### config.mk
export PLATFORM = sky130hd
export DESIGN_NAME = shift_req_arbiter
export DESIGN_NICKNAME = d
export VERILOG_FILES = /design/src/rtl/shift_arb_pkg.sv /design/src/rtl/barrel_shift_16bit.sv /design/src/rtl/shift_req_arbiter.sv
export SDC_FILE = /design/constraint.sdc
export NUM_CORES = 1
export LEC_CHECK = 0
export BUFFER_PORTS_ARGS = -buffer_cell sky130_fd_sc_hd__buf_4
export CORE_MARGIN = 2
export CORE_UTILIZATION = 40
export DETAILED_ROUTE_END_ITERATION = 7
export GPL_ROUTABILITY_DRIVEN = 0
export PLACE_DENSITY = 0.74
export SYNTH_ARGS = -nofsm -noshare
export SYNTH_HDL_FRONTEND = slang
export SYNTH_HIERARCHICAL = 1
export SYNTH_SLANG_ARGS = --single-unit
### constraint.sdc
create_clock -name clk -period 4.05 [get_ports clk]
set_clock_uncertainty 0.15 [all_clocks]
set_input_delay 0.6075 -clock clk [delete_from_list [all_inputs] [get_ports clk]]
set_output_delay 0.6075 -clock clk [all_outputs]
set_load 0.005 [all_outputs]
### src/rtl/shift_arb_pkg.sv
// Shared types and the round-robin pick function for the shift request arbiter.
package shift_arb_pkg;

  localparam int DATA_W  = 16;
  localparam int AMT_W   = 4;
  localparam int MAX_REQ = 8;

  typedef struct packed {
    logic       found;
    logic [2:0] idx;
  } pick_t;

  // First valid index scanning upward from ptr, wrapping modulo nreq.
  function automatic pick_t rr_pick(input logic [MAX_REQ-1:0] valid,
                                    input logic [2:0] ptr,
                                    input int nreq);
    pick_t p;
    int    j;
    p = '0;
    for (int k = 0; k < MAX_REQ; k++) begin
      j = (int'(ptr) + k) % nreq;
      if (k < nreq && !p.found && valid[j[2:0]]) begin
        p.found = 1'b1;
        p.idx   = j[2:0];
      end
    end
    return p;
  endfunction

endpackage

### src/rtl/barrel_shift_16bit.sv
// Combinational 16-bit logical right barrel shifter, zero fill.
module barrel_shift_16bit (
  input  logic [15:0] in,
  input  logic [3:0]  ctrl,
  output logic [15:0] out
);

  logic [15:0] s1;
  logic [15:0] s2;
  logic [15:0] s4;

  assign s1  = ctrl[0] ? {1'b0, in[15:1]}  : in;
  assign s2  = ctrl[1] ? {2'b0, s1[15:2]}  : s1;
  assign s4  = ctrl[2] ? {4'b0, s2[15:4]}  : s2;
  assign out = ctrl[3] ? {8'b0, s4[15:8]}  : s4;

endmodule

### src/rtl/shift_req_arbiter.sv
// Round-robin sharing of one barrel shifter among NREQ requesters, with a
// one-deep registered response stage and a completed-response counter.
module shift_req_arbiter
  import shift_arb_pkg::*;
#(
  parameter  int NREQ = 4,
  localparam int IDW  = $clog2(NREQ)
) (
  input  logic                   clk,
  input  logic                   rst,
  input  logic [NREQ-1:0]        req_valid,
  output logic [NREQ-1:0]        req_ready,
  input  logic [NREQ*DATA_W-1:0] req_data,
  input  logic [NREQ*AMT_W-1:0]  req_amt,
  output logic                   rsp_valid,
  input  logic                   rsp_ready,
  output logic [DATA_W-1:0]      rsp_data,
  output logic [IDW-1:0]         rsp_id,
  output logic [15:0]            done_cnt
);

  logic [IDW-1:0]    ptr;
  pick_t             pick;
  logic [IDW-1:0]    win;
  logic [IDW-1:0]    sel;
  logic              accept;
  logic              xfer;
  logic [DATA_W-1:0] shift_in;
  logic [AMT_W-1:0]  shift_amt;
  logic [DATA_W-1:0] shift_out;

  assign pick   = rr_pick(8'(req_valid), 3'(ptr), NREQ);
  assign win    = IDW'(pick.idx);
  assign accept = !rsp_valid || rsp_ready;
  assign xfer   = pick.found && accept && !rst;

  // With no winner the shifter just sees lane ptr; its output is ignored.
  assign sel       = pick.found ? win : ptr;
  assign shift_in  = req_data[sel*DATA_W +: DATA_W];
  assign shift_amt = req_amt[sel*AMT_W +: AMT_W];

  barrel_shift_16bit u_shift (
    .in   (shift_in),
    .ctrl (shift_amt),
    .out  (shift_out)
  );

  always_comb begin
    req_ready = '0;
    if (xfer) req_ready[win] = 1'b1;
  end

  // Response stage: load on grant, clear on drain, hold on stall.
  always_ff @(posedge clk) begin
    if (rst) begin
      rsp_valid <= 1'b0;
      rsp_data  <= '0;
      rsp_id    <= '0;
      ptr       <= '0;
      done_cnt  <= '0;
    end else begin
      if (rsp_valid && rsp_ready) done_cnt <= done_cnt + 16'd1;
      if (xfer) begin
        rsp_valid <= 1'b1;
        rsp_data  <= shift_out;
        rsp_id    <= win;
        ptr       <= IDW'((int'(win) + 1) % NREQ);
      end else if (rsp_ready) begin
        rsp_valid <= 1'b0;
      end
    end
  end

endmodule
==> results of run 1 <==
## power breakdown
part	leakage (nW)	switching, mW	internal (mW)
logic	1.33	0.380	0.459
clock network	0.0585	0.135	0.184
registers	0.302	0.0338	0.413
## worst min-delay path: stages (launching register included)
cell	delay, ns
dfxtp_1	0.32
nand2b_1	0.06
o21ai_0	0.06
## synth_stat cells (3+ instances only)
| master | n |
|---|---|
| clkbuf_1 | 12 |
| mux2_2 | 3 |
| o31ai_1 | 3 |
| xor2_1 | 5 |
| mux4_1 | 6 |
| xnor2_1 | 3 |
| ha_1 | 5 |
| o21ai_1 | 4 |
| nand2b_1 | 21 |
| nand3_1 | 6 |
| nor3_1 | 8 |
| nor2b_1 | 5 |
| and2_1 | 5 |
| inv_1 | 6 |
| nand2_1 | 32 |
| dfxtp_1 | 37 |
| mux4_2 | 29 |
| nor2_1 | 15 |
| mux2i_1 | 7 |
| buf_6 | 6 |
| a21oi_1 | 14 |
| o21ai_0 | 26 |
| a22oi_1 | 7 |
## cells by family after synthesis
family | Yosys count | synth area share [%]
xor gates and xnor gates | 8 | 2.36
AOI/OAI and AO/OA | 62 | 13.0
adders and majority gates | 5 | 2.10
muxes | 45 | 30.8
and+or+nand+nor | 118 | 22.1
DFF | 37 | 24.9
buffers and inverters | 26 | 4.84
## how the worst min path moves through the flow
stage	slack, ns	to	cells past startpoint
after floorplan	0.32	rsp_id[1]$_SDFFE_PP0P_	2
final	0.33	rsp_data[10]$_SDFFE_PP0P_	2
after detailed placement	0.32	rsp_data[2]$_SDFFE_PP0P_	2
after global placement	0.31	rsp_id[1]$_SDFFE_PP0P_	2
after global routing	0.35	rsp_data[10]$_SDFFE_PP0P_	2
after CTS	0.33	rsp_data[2]$_SDFFE_PP0P_	2
## through the flow
stage / instance area (µm²) / worst slack (ns) / hold slack [ns]
finish: 4110 / 0.824 / 0.327
global route: 4110 / 0.569 / 0.350
CTS: 4110 / 0.821 / 0.333
detailed placement: 3990 / 0.508 / 0.317
global placement: 3990 / 0.553 / 0.314
floorplan: 2970 / 0.924 / 0.315
## layer usage
metal	share of wire (%)	track usage, %
met1	41	23.9
met2	52	35.6
met3	5.9	4.95
met4	0.97	5.64
met5	0	0
## registers in the layout, indices dropped and copies added (netlist names)
register and cells:
rsp_id 2, done_cnt 16, rsp_valid 1, ptr 2, rsp_data 16
## cell type report
class | count | area (µm²)
clock buffer | 5 | 68.8
inverter | 7 | 26.3
fill | 683 | 3110
tap | 99 | 124
timing repair buffer | 131 | 996
clock inverter | 3 | 43.8
multi-input combinational | 238 | 2110
sequential | 37 | 741
==> metrics.cfg, run 1 <==
[finish]
final_cell_mix = buf_4, dfxtp_1, nand2_1
final_common_cell = buf_4
finish.net_count = 512
insertedDiodeCount = 0
fin_cells = 520
drive_gt1_share_pct = 44.2
area_growth_pct = 38.1
post-route-util_pct = 56.9

[cts]
clk_pin_slew_worst_paths_ns = 0.08
cts_hold_buf = 0
cts_tree = done
cts_setup_buffers = 0
cts_sinks = 37
insertion_delay_ns = 0.29
clk_path_buf_depth = 2
cts-htree-levels = 2
cts_buffers = 5
post_cts_resized = 0
cts_root_buf = clkbuf_8

[worst_setup_path]
worst-setup-path-type = in2reg
crit_family = multiplexers
cp-start-kind = primary input
cp-startpoint = req_valid[3]
rr_endpoint = rsp_data[7]$_SDFFE_PP0P_
r2r-start = ptr[1]$_SDFFE_PP0P_
cp-endpoint = rsp_data[6]$_SDFFE_PP0P_
crit_cells = 11
crit_arrival_ns = 3.25
crit_fanout = 14
cp_slowest_cell = mux4_2
cp_cell_sequence = buf_4 -> nor2b_2 -> a21oi_2 -> o221ai_4 -> buf_12 -> mux4_2 -> mux4_1 -> a22o_1 -> a31o_1 -> nand2_1 -> o21ai_0
slowest_delay_ns = 0.57
r2r_cells = 10
endpoint_kind = flip-flop
rrSetupSlack_ns = 0.85
worst-path-buf-inv = 2
crit_required_ns = 4.07

[floorplan]
dieArea_mm2 = 0.00814
ios = 126
fp.dieH_um = 90.2
die_w_um = 90.2
core_area_mm2 = 0.00721
initial_core_util_pct = 41.2
placementRows = 31

[global_routing]
grt_max_degree = 43
grt-ovfl-total = 0
grt_pass1_wl_mm = 13.4
grt_use_total_pct = 20.0
antenna_found_initial = 0
first_global_vias = 2802

[power_and_ir_drop]
p_per_area_mw_per_mm2 = 391
cellLeakagePower_nw = 1.70
p_total_mw = 1.61
max-vdd-ir-drop_mv = 0.190

[detailed_routing]
vias = 2827
via_per_inst = 5.44
drc = 0
ant_nets = 0
drt-pass1-iter-count = 5
wirelength_mm = 8.02
wire_per_inst_um = 15.4
dr.first_iter.drc_count = 94

[synthesis]
postSynthCellCount = 301
synth_area_mm2 = 0.00297
synth_flop_cell = dfxtp_1
synth_warnings = 6
synthArstFlopShare_pct = 0
synthesis.nets = 393
synth_area_leaders = dfxtp_1, mux4_2, mux4_1
ys_seq_area_share_pct = 24.9
ys_types = 52
synth_edf_count = 0
synth_seq_cells = 37
yosysTopAreaCell = dfxtp_1
yosys.area.top_type_share_pct = 24.9
syn_area_per_cell_um2 = 9.88

[timing]
finalSetupViolCount = 0
maxSlewHeadroom_pct = 45.9
hold_viol = 0
setup-tns-final_ns = 0
fin_crit_sh_pct = 79.6
fmax_mhz = 310
rsz0062_at_grt = no
period_needed_ns = 3.23
drv_slew = 0
tightest_slew_ns = 0.804

[min_path]
hold_start = rsp_data[10]$_SDFFE_PP0P_
hp-class = reg2reg

[placement]
port_buffers = 125
dp_cells = 512
dp_hpwl_mm = 6.54

[run_status]
status = completed

[flow_run]
maxCapViolCount = 0

Note: power is estimated with default switching activity, not from simulation.
==> run 2, diff against run 1 <==
--- a/config.mk
+++ b/config.mk
@@ -5,6 +5,7 @@
 export SDC_FILE = /design/constraint.sdc
 export NUM_CORES = 1
 export LEC_CHECK = 0
+export ABC_AREA = 1
 export BUFFER_PORTS_ARGS = -buffer_cell sky130_fd_sc_hd__buf_4
 export CORE_MARGIN = 2
 export CORE_UTILIZATION = 40
==> constraint.sdc (replaced) <==
create_clock -name clk -period 2.7 [get_ports clk]
set_clock_uncertainty 0.15 [all_clocks]
set_input_delay 0.405 -clock clk [delete_from_list [all_inputs] [get_ports clk]]
set_output_delay 0.405 -clock clk [all_outputs]
set_load 0.005 [all_outputs]
==> run 2 against run 1 <==
Net effect:
- the run now ends with negative setup slack left
- synthesized cell count is 110% higher
- global-route usage up 2.4 points
- critical path depth rose by 10
- sequential share of layout area fell by 5.3 points
- flip-flop and latch count unchanged
- final cell count grew 76%
- worst hold slack got worse by 0.080 ns
- routed wire length rose by 73%
- first-iteration DRC count grew to 5.3 times the previous value
- highest routed layer unchanged
==> metrics.cfg, run 2 <==
[finish]
reg_top3 = done_cnt (16), rsp_data (16)  ; unchanged
final_common_cell = buf_4  ; unchanged
insertedDiodeCount = 0  ; unchanged
final_cell_mix = buf_4, nand2_1, nand3_1  ; was buf_4, dfxtp_1, nand2_1
drive_gt1_share_pct = 41.5  ; was 44.2%
area_growth_pct = 63.4  ; was 38.1%
finish.net_count = 898  ; was 512

[cts]
clk_path_buf_depth = 2  ; unchanged
insertion_delay_ns = 0.29  ; about the same
cts_buffers = 5  ; unchanged
cts_tree = done  ; unchanged
cts_root_buf = clkbuf_8  ; unchanged
clk_pin_slew_worst_paths_ns = 0.07  ; was 0.08 ns
cts_sinks = 37  ; unchanged
cts-htree-levels = 2  ; unchanged
cts_hold_buf = 0  ; unchanged

[global_routing]
grt_max_degree = 20  ; was 43
grt-ovfl-total = 0  ; unchanged
grt_pass1_wl_mm = 18.7  ; was 13.4 mm
first_global_vias = 4387  ; was 2802
grt_use_total_pct = 22.4  ; was 20.0%
antenna_found_initial = 0  ; unchanged

[synthesis]
postSynthCellCount = 644  ; was 301
ys_types = 27  ; was 52
synth_warnings = 6  ; unchanged
synthesis.nets = 736  ; was 393
yosys.area.top_type_share_pct = 23.2  ; was 24.9%
synth_edf_count = 0  ; unchanged
yosysMostFrequentCell = nand2_1  ; was dfxtp_1
yosysTopAreaCell = nand2_1  ; was dfxtp_1
synth_area_mm2 = 0.00359  ; was 0.00297 mm²
synthArstFlopShare_pct = 0  ; unchanged
synth_area_leaders = nand2_1, nand3_1, dfxtp_1  ; was dfxtp_1, mux4_2, mux4_1
syn_area_per_cell_um2 = 5.57  ; was 9.88 µm²
synth_flop_cell = dfxtp_1  ; unchanged
ys_seq_area_share_pct = 20.6  ; was 24.9%
synth_seq_cells = 37  ; unchanged
ys_top_cells_by_count = nand2_1, nand3_1, inv_1  ; was dfxtp_1, nand2_1, mux4_2

[detailed_routing]
wirelength_mm = 13.9  ; was 8.02 mm
vias = 5034  ; was 2827
drc = 0  ; unchanged
drt-pass1-iter-count = 5  ; unchanged
wire_per_inst_um = 15.1  ; was 15.4 µm
ant_nets = 0  ; unchanged
dr.first_iter.drc_count = 496  ; was 94
via_per_inst = 5.50  ; was 5.44

[floorplan]
initial_core_util_pct = 41.1  ; was 41.2%
placementRows = 34  ; was 31
ios = 126  ; unchanged
core_area_mm2 = 0.00872  ; was 0.00721 mm²
dieArea_mm2 = 0.00974  ; was 0.00814 mm²
fp.dieH_um = 98.7  ; was 90.2 µm
die_w_um = 98.7  ; was 90.2 µm

[placement]
port_buffers = 125  ; unchanged
dp_hpwl_mm = 8.66  ; was 6.54 mm

[timing]
fmax_mhz = 346
finalSetupViolCount = 18  ; was 0
setup_slack_ns = -0.193  ; was 0.824 ns
fin_hold_ws_ns = 0.247  ; was 0.327 ns
drv_slew = 0  ; unchanged
fin_crit_sh_pct = 107
hold_viol = 0  ; unchanged
maxSlewHeadroom_pct = 77.2  ; was 45.9%
tightest_slew_ns = 0.339  ; was 0.804 ns
rsz0062_at_grt = yes  ; was no
period_needed_ns = 2.89

[worst_setup_path]
cp_slowest_cell = dfxtp_4  ; was mux4_2
worst-setup-path-type = reg2reg  ; was in2reg
worst-path-buf-inv = 3  ; was 2
cp-start-kind = flip-flop  ; was primary input
crit_arrival_ns = 2.93  ; was 3.25 ns
path_common_cell = nand2_1
cp_cell_sequence = buf_8 -> nand2_2 -> nand2_2 -> nand2_2 -> nand2_4 -> nor2_8 -> nand4_4 -> buf_12 -> buf_4 -> nand3_1 -> nand2_1 -> nand2_1 -> nand2_2 -> nand2_2 -> nand3_1 -> nand2_1 -> nand2_1 -> nand3_1 -> nand2_1 -> nand2_1 -> nand2_1  ; was buf_4 -> nor2b_2 -> a21oi_2 -> o221ai_4 -> buf_12 -> mux4_2 -> mux4_1 -> a22o_1 -> a31o_1 -> nand2_1 -> o21ai_0
crit_fanout = 9  ; was 14
crit_required_ns = 2.74  ; was 4.07 ns
endpoint_kind = flip-flop  ; unchanged
slowest_delay_ns = 0.38  ; was 0.57 ns
crit_family = simple AND/OR/NAND/NOR gates  ; was multiplexers

[run_status]
violations = negative setup slack
status = finished with violations  ; was completed

[flow_run]
maxCapViolCount = 0  ; unchanged

[min_path]
hp-class = in2reg  ; was reg2reg

==> run 2: final cells by class <==
type,instances,area [µm²]
clock buffer,7,86.3
clock inverter,1,30.0
multi-input combinational,487,2820
sequential,37,744
timing repair inverter,2,22.5
inverter,83,358
fill,677,2860
timing repair buffer,190,1660
tap,108,135
==> run 2: per-layer routing <==
metal	up-vias	track usage, %	share of wire [%]
met5	-	0	0
met4	0	6.64	5.5
met3	87	3.12	7.6
met2	300	41.0	49
met1	2267	27.1	38
li1	2380	-	-
==> run 2: per-stage QoR <==
stage	std cells	TNS, ns	cell area [µm²]	worst slack, ns	utilization [%]
floorplan	644	0	3590	0.184	-
global placement	879	-0.119	4730	-0.0583	54.3
detailed placement	879	-0.932	4730	-0.142	54.3
CTS	888	0	4890	0.00603	56.1
global route	915	-3.81	5860	-0.295	67.2
finish	915	-1.30	5860	-0.193	67.2
==> run 2: logic make-up after synthesis <==
kind of cell             count (synthesis)  synth area share [%]
XOR/XNOR                                 3                 0.732
AO/OA/AOI/OAI                           27                  4.01
AND/OR/NAND/NOR                        452                  57.1
adder cells (fa/ha/maj)                  5                  1.74
flip-flops                              37                  20.6
buffers and inverters                  120                  15.8
==> run 2: repair_timing <==
action                     4_1_cts  5_1_grt
gates cloned                     0        9
pin swaps                        1       53
resized for setup                6      167
buffers inserted                 1       18
setup endpoints to repair       18       20
==> run 2: final timing paths <==
kind | startpoint | end | slack (ns) | cells past startpoint
max reg2reg | ptr[0]$_SDFFE_PP0P_ | rsp_data[7]$_SDFFE_PP0P_ | -0.19 | 21
min | rst | done_cnt[15]$_SDFFE_PP0P_ | 0.25 | 2
min reg2reg | rsp_data[14]$_SDFFE_PP0P_ | rsp_data[14]$_SDFFE_PP0P_ | 0.31 | 2
max | ptr[0]$_SDFFE_PP0P_ | rsp_data[7]$_SDFFE_PP0P_ | -0.19 | 21
Power of run 2 is not shown: default switching activity piles up to over one toggle a cycle in this logic, so the estimate is an artifact.
